==> src/rtl/id_ex_operand_stage.sv <==
// ID->EX operand stage: WB->ID bypass, load-use bubble insertion, stall/flush handling.
// Optional stall counters are enabled by defining ID_EX_STALL_CNT_EN.
module id_ex_operand_stage #(
  parameter int XLEN   = 32,
  parameter int CTRL_W = 16
) (
  input  logic              clk,
  input  logic              rst,
  input  logic              id_valid,
  input  logic [XLEN-1:0]   id_pc,
  input  logic [4:0]        id_rs1,
  input  logic [4:0]        id_rs2,
  input  logic [4:0]        id_rd,
  input  logic              id_uses_rs1,
  input  logic              id_uses_rs2,
  input  logic [XLEN-1:0]   id_rd1,
  input  logic [XLEN-1:0]   id_rd2,
  input  logic [XLEN-1:0]   id_imm,
  input  logic [CTRL_W-1:0] id_ctrl,
  input  logic              id_is_load,
  input  logic              wb_we,
  input  logic [4:0]        wb_rd,
  input  logic [XLEN-1:0]   wb_wd,
  input  logic              ex_ready,
  input  logic              flush,
  output logic              id_ready,
  output logic              ex_valid,
  output logic [XLEN-1:0]   ex_pc,
  output logic [XLEN-1:0]   ex_imm,
  output logic [XLEN-1:0]   ex_op1,
  output logic [XLEN-1:0]   ex_op2,
  output logic [4:0]        ex_rs1,
  output logic [4:0]        ex_rs2,
  output logic [4:0]        ex_rd,
  output logic [CTRL_W-1:0] ex_ctrl,
  output logic              ex_is_load
`ifdef ID_EX_STALL_CNT_EN
  ,
  output logic [31:0]       perf_bubble_cnt,
  output logic [31:0]       perf_hold_cnt
`endif
);

  typedef struct packed {
    logic              valid;
    logic [XLEN-1:0]   pc;
    logic [XLEN-1:0]   imm;
    logic [XLEN-1:0]   op1;
    logic [XLEN-1:0]   op2;
    logic [4:0]        rs1;
    logic [4:0]        rs2;
    logic [4:0]        rd;
    logic [CTRL_W-1:0] ctrl;
    logic              is_load;
  } ex_reg_t;

  ex_reg_t         ex_d, ex_q;
  logic [XLEN-1:0] byp1, byp2;
  logic            load_use;

  always_comb begin
    // The register file only commits at the edge, so a same-cycle WB write must be forwarded.
    byp1 = (wb_we && wb_rd != 5'd0 && wb_rd == id_rs1) ? wb_wd : id_rd1;
    byp2 = (wb_we && wb_rd != 5'd0 && wb_rd == id_rs2) ? wb_wd : id_rd2;

    load_use = ex_q.valid && ex_q.is_load && ex_q.rd != 5'd0 && id_valid &&
               ((id_uses_rs1 && id_rs1 == ex_q.rd) || (id_uses_rs2 && id_rs2 == ex_q.rd));

    // NOTE: ex_d defaults to ex_q so every path assigns it; a missing default here infers latches.
    ex_d = ex_q;
    if (flush) begin
      ex_d.valid   = 1'b0;
      ex_d.ctrl    = '0;
      ex_d.is_load = 1'b0;
    end else if (ex_ready) begin
      if (load_use) begin
        ex_d.valid   = 1'b0;
        ex_d.ctrl    = '0;
        ex_d.is_load = 1'b0;
      end else begin
        ex_d.valid   = id_valid;
        ex_d.pc      = id_pc;
        ex_d.imm     = id_imm;
        ex_d.op1     = byp1;
        ex_d.op2     = byp2;
        ex_d.rs1     = id_rs1;
        ex_d.rs2     = id_rs2;
        ex_d.rd      = id_rd;
        ex_d.ctrl    = id_ctrl;
        ex_d.is_load = id_is_load;
      end
    end
  end

  // Gated by rst so IF/ID never advances while the stage is held in reset.
  assign id_ready = !rst && (flush || (ex_ready && !load_use));

  // NOTE: state is updated with non-blocking assignments so all flops sample pre-edge values.
  always_ff @(posedge clk or posedge rst) begin
    if (rst) ex_q <= '0;
    else     ex_q <= ex_d;
  end

  assign ex_valid   = ex_q.valid;
  assign ex_pc      = ex_q.pc;
  assign ex_imm     = ex_q.imm;
  assign ex_op1     = ex_q.op1;
  assign ex_op2     = ex_q.op2;
  assign ex_rs1     = ex_q.rs1;
  assign ex_rs2     = ex_q.rs2;
  assign ex_rd      = ex_q.rd;
  assign ex_ctrl    = ex_q.ctrl;
  assign ex_is_load = ex_q.is_load;

`ifdef ID_EX_STALL_CNT_EN
  logic [31:0] bubble_cnt_d, bubble_cnt_q;
  logic [31:0] hold_cnt_d, hold_cnt_q;

  always_comb begin
    bubble_cnt_d = bubble_cnt_q + {31'd0, (!flush && ex_ready && load_use)};
    hold_cnt_d   = hold_cnt_q + {31'd0, (!flush && !ex_ready)};
  end

  always_ff @(posedge clk or posedge rst) begin
    if (rst) begin
      bubble_cnt_q <= '0;
      hold_cnt_q   <= '0;
    end else begin
      bubble_cnt_q <= bubble_cnt_d;
      hold_cnt_q   <= hold_cnt_d;
    end
  end

  assign perf_bubble_cnt = bubble_cnt_q;
  assign perf_hold_cnt   = hold_cnt_q;
`else
  // Stall counters are not built in this configuration.
`endif

endmodule
==> config.mk <==
export PLATFORM = sky130hd
export DESIGN_NAME = id_ex_operand_stage
export DESIGN_NICKNAME = d
export VERILOG_FILES = /design/src/rtl/id_ex_operand_stage.sv
export SDC_FILE = /design/constraint.sdc
export NUM_CORES = 1
export LEC_CHECK = 0
export CAP_MARGIN = 10
export CORE_ASPECT_RATIO = 1.5
export CORE_UTILIZATION = 30
export CTS_BUF_LIST = sky130_fd_sc_hd__clkbuf_8
export DETAILED_ROUTE_END_ITERATION = 6
export HOLD_SLACK_MARGIN = 0.06
export PLACE_DENSITY = 0.76
export SLEW_MARGIN = 20
export SYNTH_ARGS = -nofsm -noshare
export SYNTH_HDL_FRONTEND = slang
export SYNTH_SLANG_ARGS = --single-unit
==> constraint.sdc <==
create_clock -name clk -period 5 [get_ports clk]
set_input_delay 0.75 -clock clk [delete_from_list [all_inputs] [get_ports clk]]
set_output_delay 0.75 -clock clk [all_outputs]
set_load 0.01 [all_outputs]
==> results.json, run 1 <==
{
  "seqCellArea_um2": 4030,
  "multi_input_area_um2": 2850,
  "ys_top_cells_by_area": "dfrtp_1 57%, mux2_2 12%, mux2i_1 9.1%, a22oi_1 6.8%, nor2_1 3.5%",
  "skew_ns": 0.0123,
  "final.setup.tns_ns": 0,
  "antenna_left": 0,
  "yosysTopAreaCellShare_pct": 57.0,
  "dr_wl_met2_um": 12000,
  "fillers": 2089,
  "syn_area_per_cell_um2": 12.4,
  "period_share_pct": 78.8,
  "syn_area_um2": 7060,
  "wl_um": 22300,
  "grt_usage_pct": 18.6,
  "rsz0062_at_grt": "false",
  "clk_path_buf_depth": 2,
  "diodes": 0,
  "clock_latency_ns": 0.45,
  "cts_hold_buf": 0,
  "cp_max_fo": 3,
  "r2r_slack_ns": 2.40,
  "wl_met3_um": 1890,
  "ys.flop_type": "dfrtp_1",
  "dr.pass1.iters": 5,
  "design_area_um2": 11500,
  "vdd_drop_max_mv": 0.225,
  "fmax_mhz": 254,
  "synth_edf_count": 0,
  "coreArea_um2": 23100,
  "crit_chain": "clkdlybuf4s50_1 > xor2_1 > nor4_1 > a32oi_1 > nor3_1 > o22ai_1 > clkdlybuf4s50_1",
  "wl_per_cell_um": 17.9,
  "grt_pass1_wl_um": 34200,
  "worstPathRequired_ns": 4.25,
  "htree_num_levels": 4,
  "crit_path_frequent_cell": "clkdlybuf4s50_1",
  "placed_area_um2": 11100,
  "netlist_top_cells_count": "161 x dfrtp_1, 73 x mux2_2, 66 x nor2_1",
  "yosysWarnings": 0,
  "end_kind": "primary output",
  "m1WireLength_um": 8020,
  "max_stage_delay_ns": 0.51,
  "fp.dieW_um": 127,
  "rows": 68,
  "synthCells": 569,
  "drc": 0,
  "timing.rr.end": "ex_imm[3]",
  "syn-num-nets": 774,
  "grt_pass1_vias": 6250,
  "die_h_um": 190,
  "arrival_ns": 3.19,
  "ios": 367,
  "critPathKind": "input pin to primary output",
  "synthArstFlopShare_pct": 100,
  "hold_end": "ex_ctrl[1]",
  "p_leak_nw": 4.37,
  "critPathTopFamily": "buffers and inverters",
  "cp_slowest_cell": "clkdlybuf4s50_1",
  "holdWs_ns": 0.486,
  "dp.cells": 1222,
  "layout-drive-gt1-share_pct": 13.2,
  "cts_sinks": 161,
  "vias_per_cell": 4.75,
  "r2r_start": "ex_rd[3]",
  "outcome": "complete, no violations",
  "numCtsBuffers": 17,
  "port_buffers": 366,
  "dpl.hpwl_um": 16500,
  "cap_violations": 0,
  "min_path_type": "flip-flop to flip-flop",
  "synth.distinct_cells": 27,
  "seq_area_frac_synth_pct": 57.0,
  "postCtsSetupBuffers": 0,
  "antenna_found_initial": 0,
  "hold_depth": 2,
  "cts_tree": "built",
  "drv_slew": 0,
  "hold_viol": 0,
  "gp_congestion": 0.807,
  "postCtsResizedCells": 0,
  "setup_viol_count_final": 0,
  "grt_max_degree": 98,
  "worst_pin_slew_ns": 1.16,
  "yosys.area.top_type": "dfrtp_1",
  "pwr_density_cell_nw_per_um2": 300,
  "min_from": "ex_ctrl[1]",
  "start_util_pct": 30.6,
  "die_area_um2": 24200,
  "post-route-min-period_ns": 3.94,
  "synth-seq-cells": 161,
  "yosysMostFrequentCell": "dfrtp_1",
  "relSlewSlack_pct": 22.6,
  "syn_to_final_growth_pct": 62.2,
  "final_util_pct": 49.7,
  "nets": 1131,
  "overflow": 0,
  "vias": 5950,
  "worst-path-buf-inv": 2,
  "dr.max_layer_used": "met4",
  "cts.clk_slew.worst_paths_ns": 0.08,
  "reg2reg_depth": 6,
  "final-instance-count-excl-fill": 1252,
  "clockRootBuffer": "clkbuf_8",
  "start_kind": "input pin",
  "drtIter0Drc": 261
}
[through the flow]
step                      power [mW]  setup slack [ns]
final                           3.44              1.06
after global routing            3.62             0.903
after CTS                       3.50             0.959
after detailed placement        2.51             0.969
after global placement          2.49             0.926
after floorplan                 1.91             0.851
[how the worst max path moves through the flow]
stage / slack, ns / cells after the start / startpoint / endpoint
floorplan: 0.85 / 3 / rst / id_ready
global placement: 0.93 / 7 / id_rs1[3] / id_ready
detailed placement: 0.97 / 7 / id_rs1[3] / id_ready
CTS: 0.96 / 7 / id_rs1[3] / id_ready
global route: 0.90 / 7 / id_rs1[3] / id_ready
finish: 1.06 / 7 / id_rs1[3] / id_ready
[cell usage in the layout (no fill, tap or decap), types with 3 or more instances in the layout]
cell	synthesis	final
clkdlybuf4s50_1	0	366
dfrtp_1	161	161
mux2_2	73	73
nor2_1	66	66
mux2i_1	64	64
a22oi_1	64	64
nand3_1	20	20
nand2_1	19	18
clkbuf_8	0	18
o21ai_0	17	17
xor2_1	12	12
buf_4	0	10
xnor2_1	8	8
mux2_4	6	6
clkinvlp_4	0	5
inv_1	3	5
bufinv_16	0	3
[layer usage]
metal | vias up | global-route usage [%]
met1 | 2922 | 19.1
met3 | 26 | 6.78
met2 | 262 | 34.3
li1 | 2740 | -
met4 | 0 | 6.87
met5 | - | 0
[power breakdown]
part | internal, mW | leakage, nW | switching, mW | total, mW
clock | 0.496 | 0.197 | 0.474 | 0.970
sequential | 1.46 | 1.82 | 0.0945 | 1.55
combinational | 0.561 | 2.35 | 0.354 | 0.915
total | 2.52 | 4.37 | 0.922 | 3.44
[state kept, by name, indices dropped and copies added, names as in the netlist]
signal and flops:
ex_imm 32, ex_rs2 5, ex_pc 32, ex_rd 5, ex_valid 1, ex_op2 32, ex_rs1 5, ex_op1 32
ex_ctrl 16, ex_is_load 1
[layout make-up]
| cell class | count | area share, % |
|---|---|---|
| Sequential cell | 161 | 35.2 |
| Timing Repair Buffer | 378 | 32.9 |
| Multi-Input combinational cell | 364 | 24.9 |
| Tap cell | 315 | 3.44 |
| Clock buffer | 18 | 2.16 |
| Clock inverter | 12 | 1.27 |
| Inverter | 4 | 0.164 |
[logic make-up (layout without fill, tap and decap cells)]
kind of cell | count (synthesis) | count (layout) | synth area share [%]
DFF | 161 | 161 | 57.0
muxes | 143 | 143 | 22.0
and+or+nand+nor | 114 | 114 | 6.93
AOI/OAI and AO/OA | 87 | 87 | 8.70
buffers and inverters | 44 | 412 | 2.89
xor gates and xnor gates | 20 | 20 | 2.48
[worst register-to-register path, delay by kind of cell (launching register included)]
family	cells	cell delay (ns)
muxes	1	0.40
AOI/OAI and AO/OA	2	0.71
xor gates and xnor gates	1	0.21
and+or+nand+nor	1	0.40
DFF	1	0.48
buffers and inverters	1	0.30
No activity file was read; power rests on OpenSTA's default activity.
==> inputs of run 2 (changes only) <==
==> constraint.sdc (replaced) <==
create_clock -name clk -period 3.4 [get_ports clk]
set_input_delay 0.51 -clock clk [delete_from_list [all_inputs] [get_ports clk]]
set_output_delay 0.51 -clock clk [all_outputs]
set_load 0.01 [all_outputs]
==> run 2 against run 1 <==
- core utilization is 0.071 points higher
- hold slack better by 0.00051 ns
- routed wire length hardly changed
- critical path type unchanged
==> results.json, run 2 (synthesized netlist as in run 1, its figures left out) <==
{
  "gp_congestion": 0.833,
  "relSlewSlack_pct": 38.1,
  "drc": 0,
  "wl_um": 22400,
  "final_common_cell": "clkdlybuf4s50_1",
  "vias": 5958,
  "r2r_start": "ex_rd[3]",
  "dpl.hpwl_um": 16100,
  "holdWs_ns": 0.486,
  "pwr_density_cell_nw_per_um2": 426,
  "fp.dieW_um": 127,
  "postCtsSetupBuffers": 0,
  "crit_start": "id_rs2[2]",
  "grt_usage_pct": 18.6,
  "worstPathRequired_ns": 2.89,
  "port_buffers": 366,
  "layout-drive-gt1-share_pct": 13.4,
  "r2r_slack_ns": 0.90,
  "post-route-min-period_ns": 3.25,
  "ios": 367,
  "vias_per_cell": 4.76,
  "htree_num_levels": 4,
  "cts_hold_buf": 0,
  "syn_to_final_growth_pct": 62.4,
  "design_area_um2": 11500,
  "rows": 68,
  "fillers": 2090,
  "rsz0062_at_grt": "false",
  "end_kind": "primary output",
  "vdd_drop_max_mv": 0.302,
  "reg2reg_depth": 6,
  "grt_max_degree": 162,
  "drv_slew": 0,
  "wl_met3_um": 1850,
  "outcome": "complete, no violations",
  "setup_viol_count_final": 0,
  "die_h_um": 190,
  "min_path_type": "flip-flop to flip-flop",
  "antenna_found_initial": 1,
  "antenna_left": 0,
  "start_kind": "input pin",
  "worst_pin_slew_ns": 0.928,
  "dr_wl_met2_um": 11800,
  "clockRootBuffer": "clkbuf_8",
  "placed_area_um2": 11100,
  "overflow": 0,
  "wl_per_cell_um": 17.9,
  "hold_depth": 2,
  "start_util_pct": 30.6,
  "nets": 1131,
  "drtIter0Drc": 307,
  "layout_common_cells": "366 x clkdlybuf4s50_1, 161 x dfrtp_1, 73 x mux2_2",
  "skew_ns": 0.00956,
  "arrival_ns": 2.74,
  "numCtsBuffers": 17,
  "grt_pass1_vias": 6320,
  "cts_sinks": 161,
  "period_share_pct": 95.6,
  "m1WireLength_um": 8080,
  "dr.max_layer_used": "met5",
  "critPathKind": "input pin to primary output",
  "power_mw": 4.88,
  "clock_latency_ns": 0.45,
  "clk_path_buf_depth": 2,
  "die_area_um2": 24200,
  "coreArea_um2": 23100,
  "cp_max_fo": 3,
  "diodes": 0,
  "dr.pass1.iters": 7,
  "min_from": "ex_ctrl[4]",
  "cap_violations": 0,
  "cts_tree": "built",
  "fmax_mhz": 308,
  "grt_pass1_wl_um": 34000,
  "cts.clk_slew.worst_paths_ns": 0.08,
  "postCtsResizedCells": 1,
  "hold_viol": 0,
  "p_leak_nw": 4.37
}
## run 2: cell types whose count changed in the layout (fill, tap and decap cells not counted)
cell / previous run / this run
clkbuf_8: 18 / 19
nor4_2: 0 / 1
buf_4: 10 / 5
buf_12: 1 / 7
inv_1: 5 / 4
bufinv_16: 3 / 0
inv_6: 1 / 0
nor4_1: 2 / 1
buf_6: 1 / 0
clkinvlp_4: 5 / 2
clkinv_2: 1 / 4
clkinv_4: 0 / 4
## run 2: through the flow
stage                     std cells  worst slack [ns]  util, %  setup TNS (ns)
final                          1252             0.150     49.8               0
after global routing           1252            0.0507     49.8               0
after CTS                      1252             0.107     49.8               0
after detailed placement       1222           0.00410     48.3               0
after global placement         1222            0.0293     48.3               0
after floorplan                 569            -0.205        -          -0.205
## run 2: path summary, 6_finish.rpt
| kind | end |
|---|---|
| setup / recovery | id_ready |
| hold / removal | ex_ctrl[4] |
| setup reg to reg | ex_pc[6] |
| hold reg to reg | ex_ctrl[4] |
| max in group asynchronous | ex_op1[28] |
| min in group asynchronous | ex_ctrl[15] |
## run 2: cell type report
type	instances	area [um^2]	share of cell area, %
inverter	4	18.8	0.164
timing repair buffer	378	3840	33.5
tap	315	394	3.43
multi-input combinational	364	2860	24.9
clock buffer	19	262	2.28
sequential	161	4030	35.1
clock inverter	11	70.1	0.611
## run 2: worst max-delay path: stages
cell and delay (ns):
clkdlybuf4s50_1 0.53, xor2_1 0.19, nor4_1 0.38, a32oi_1 0.21
nor3_1 0.29, o22ai_1 0.12, clkdlybuf4s50_1 0.52
## run 2: report_power, final
part / leakage (nW) / total (mW) / internal [mW] / switching [mW]
Combinational: 2.37 / 1.36 / 0.833 / 0.525
Clock: 0.180 / 1.24 / 0.529 / 0.713
Sequential: 1.82 / 2.28 / 2.15 / 0.137
Total: 4.37 / 4.88 / 3.51 / 1.38
## run 2: layer usage
layer | GRT usage, % | vias up
met5 | 0 | -
li1 | - | 2750
met1 | 19.3 | 2894
met4 | 8.33 | 2
met3 | 6.33 | 39
met2 | 33.4 | 273
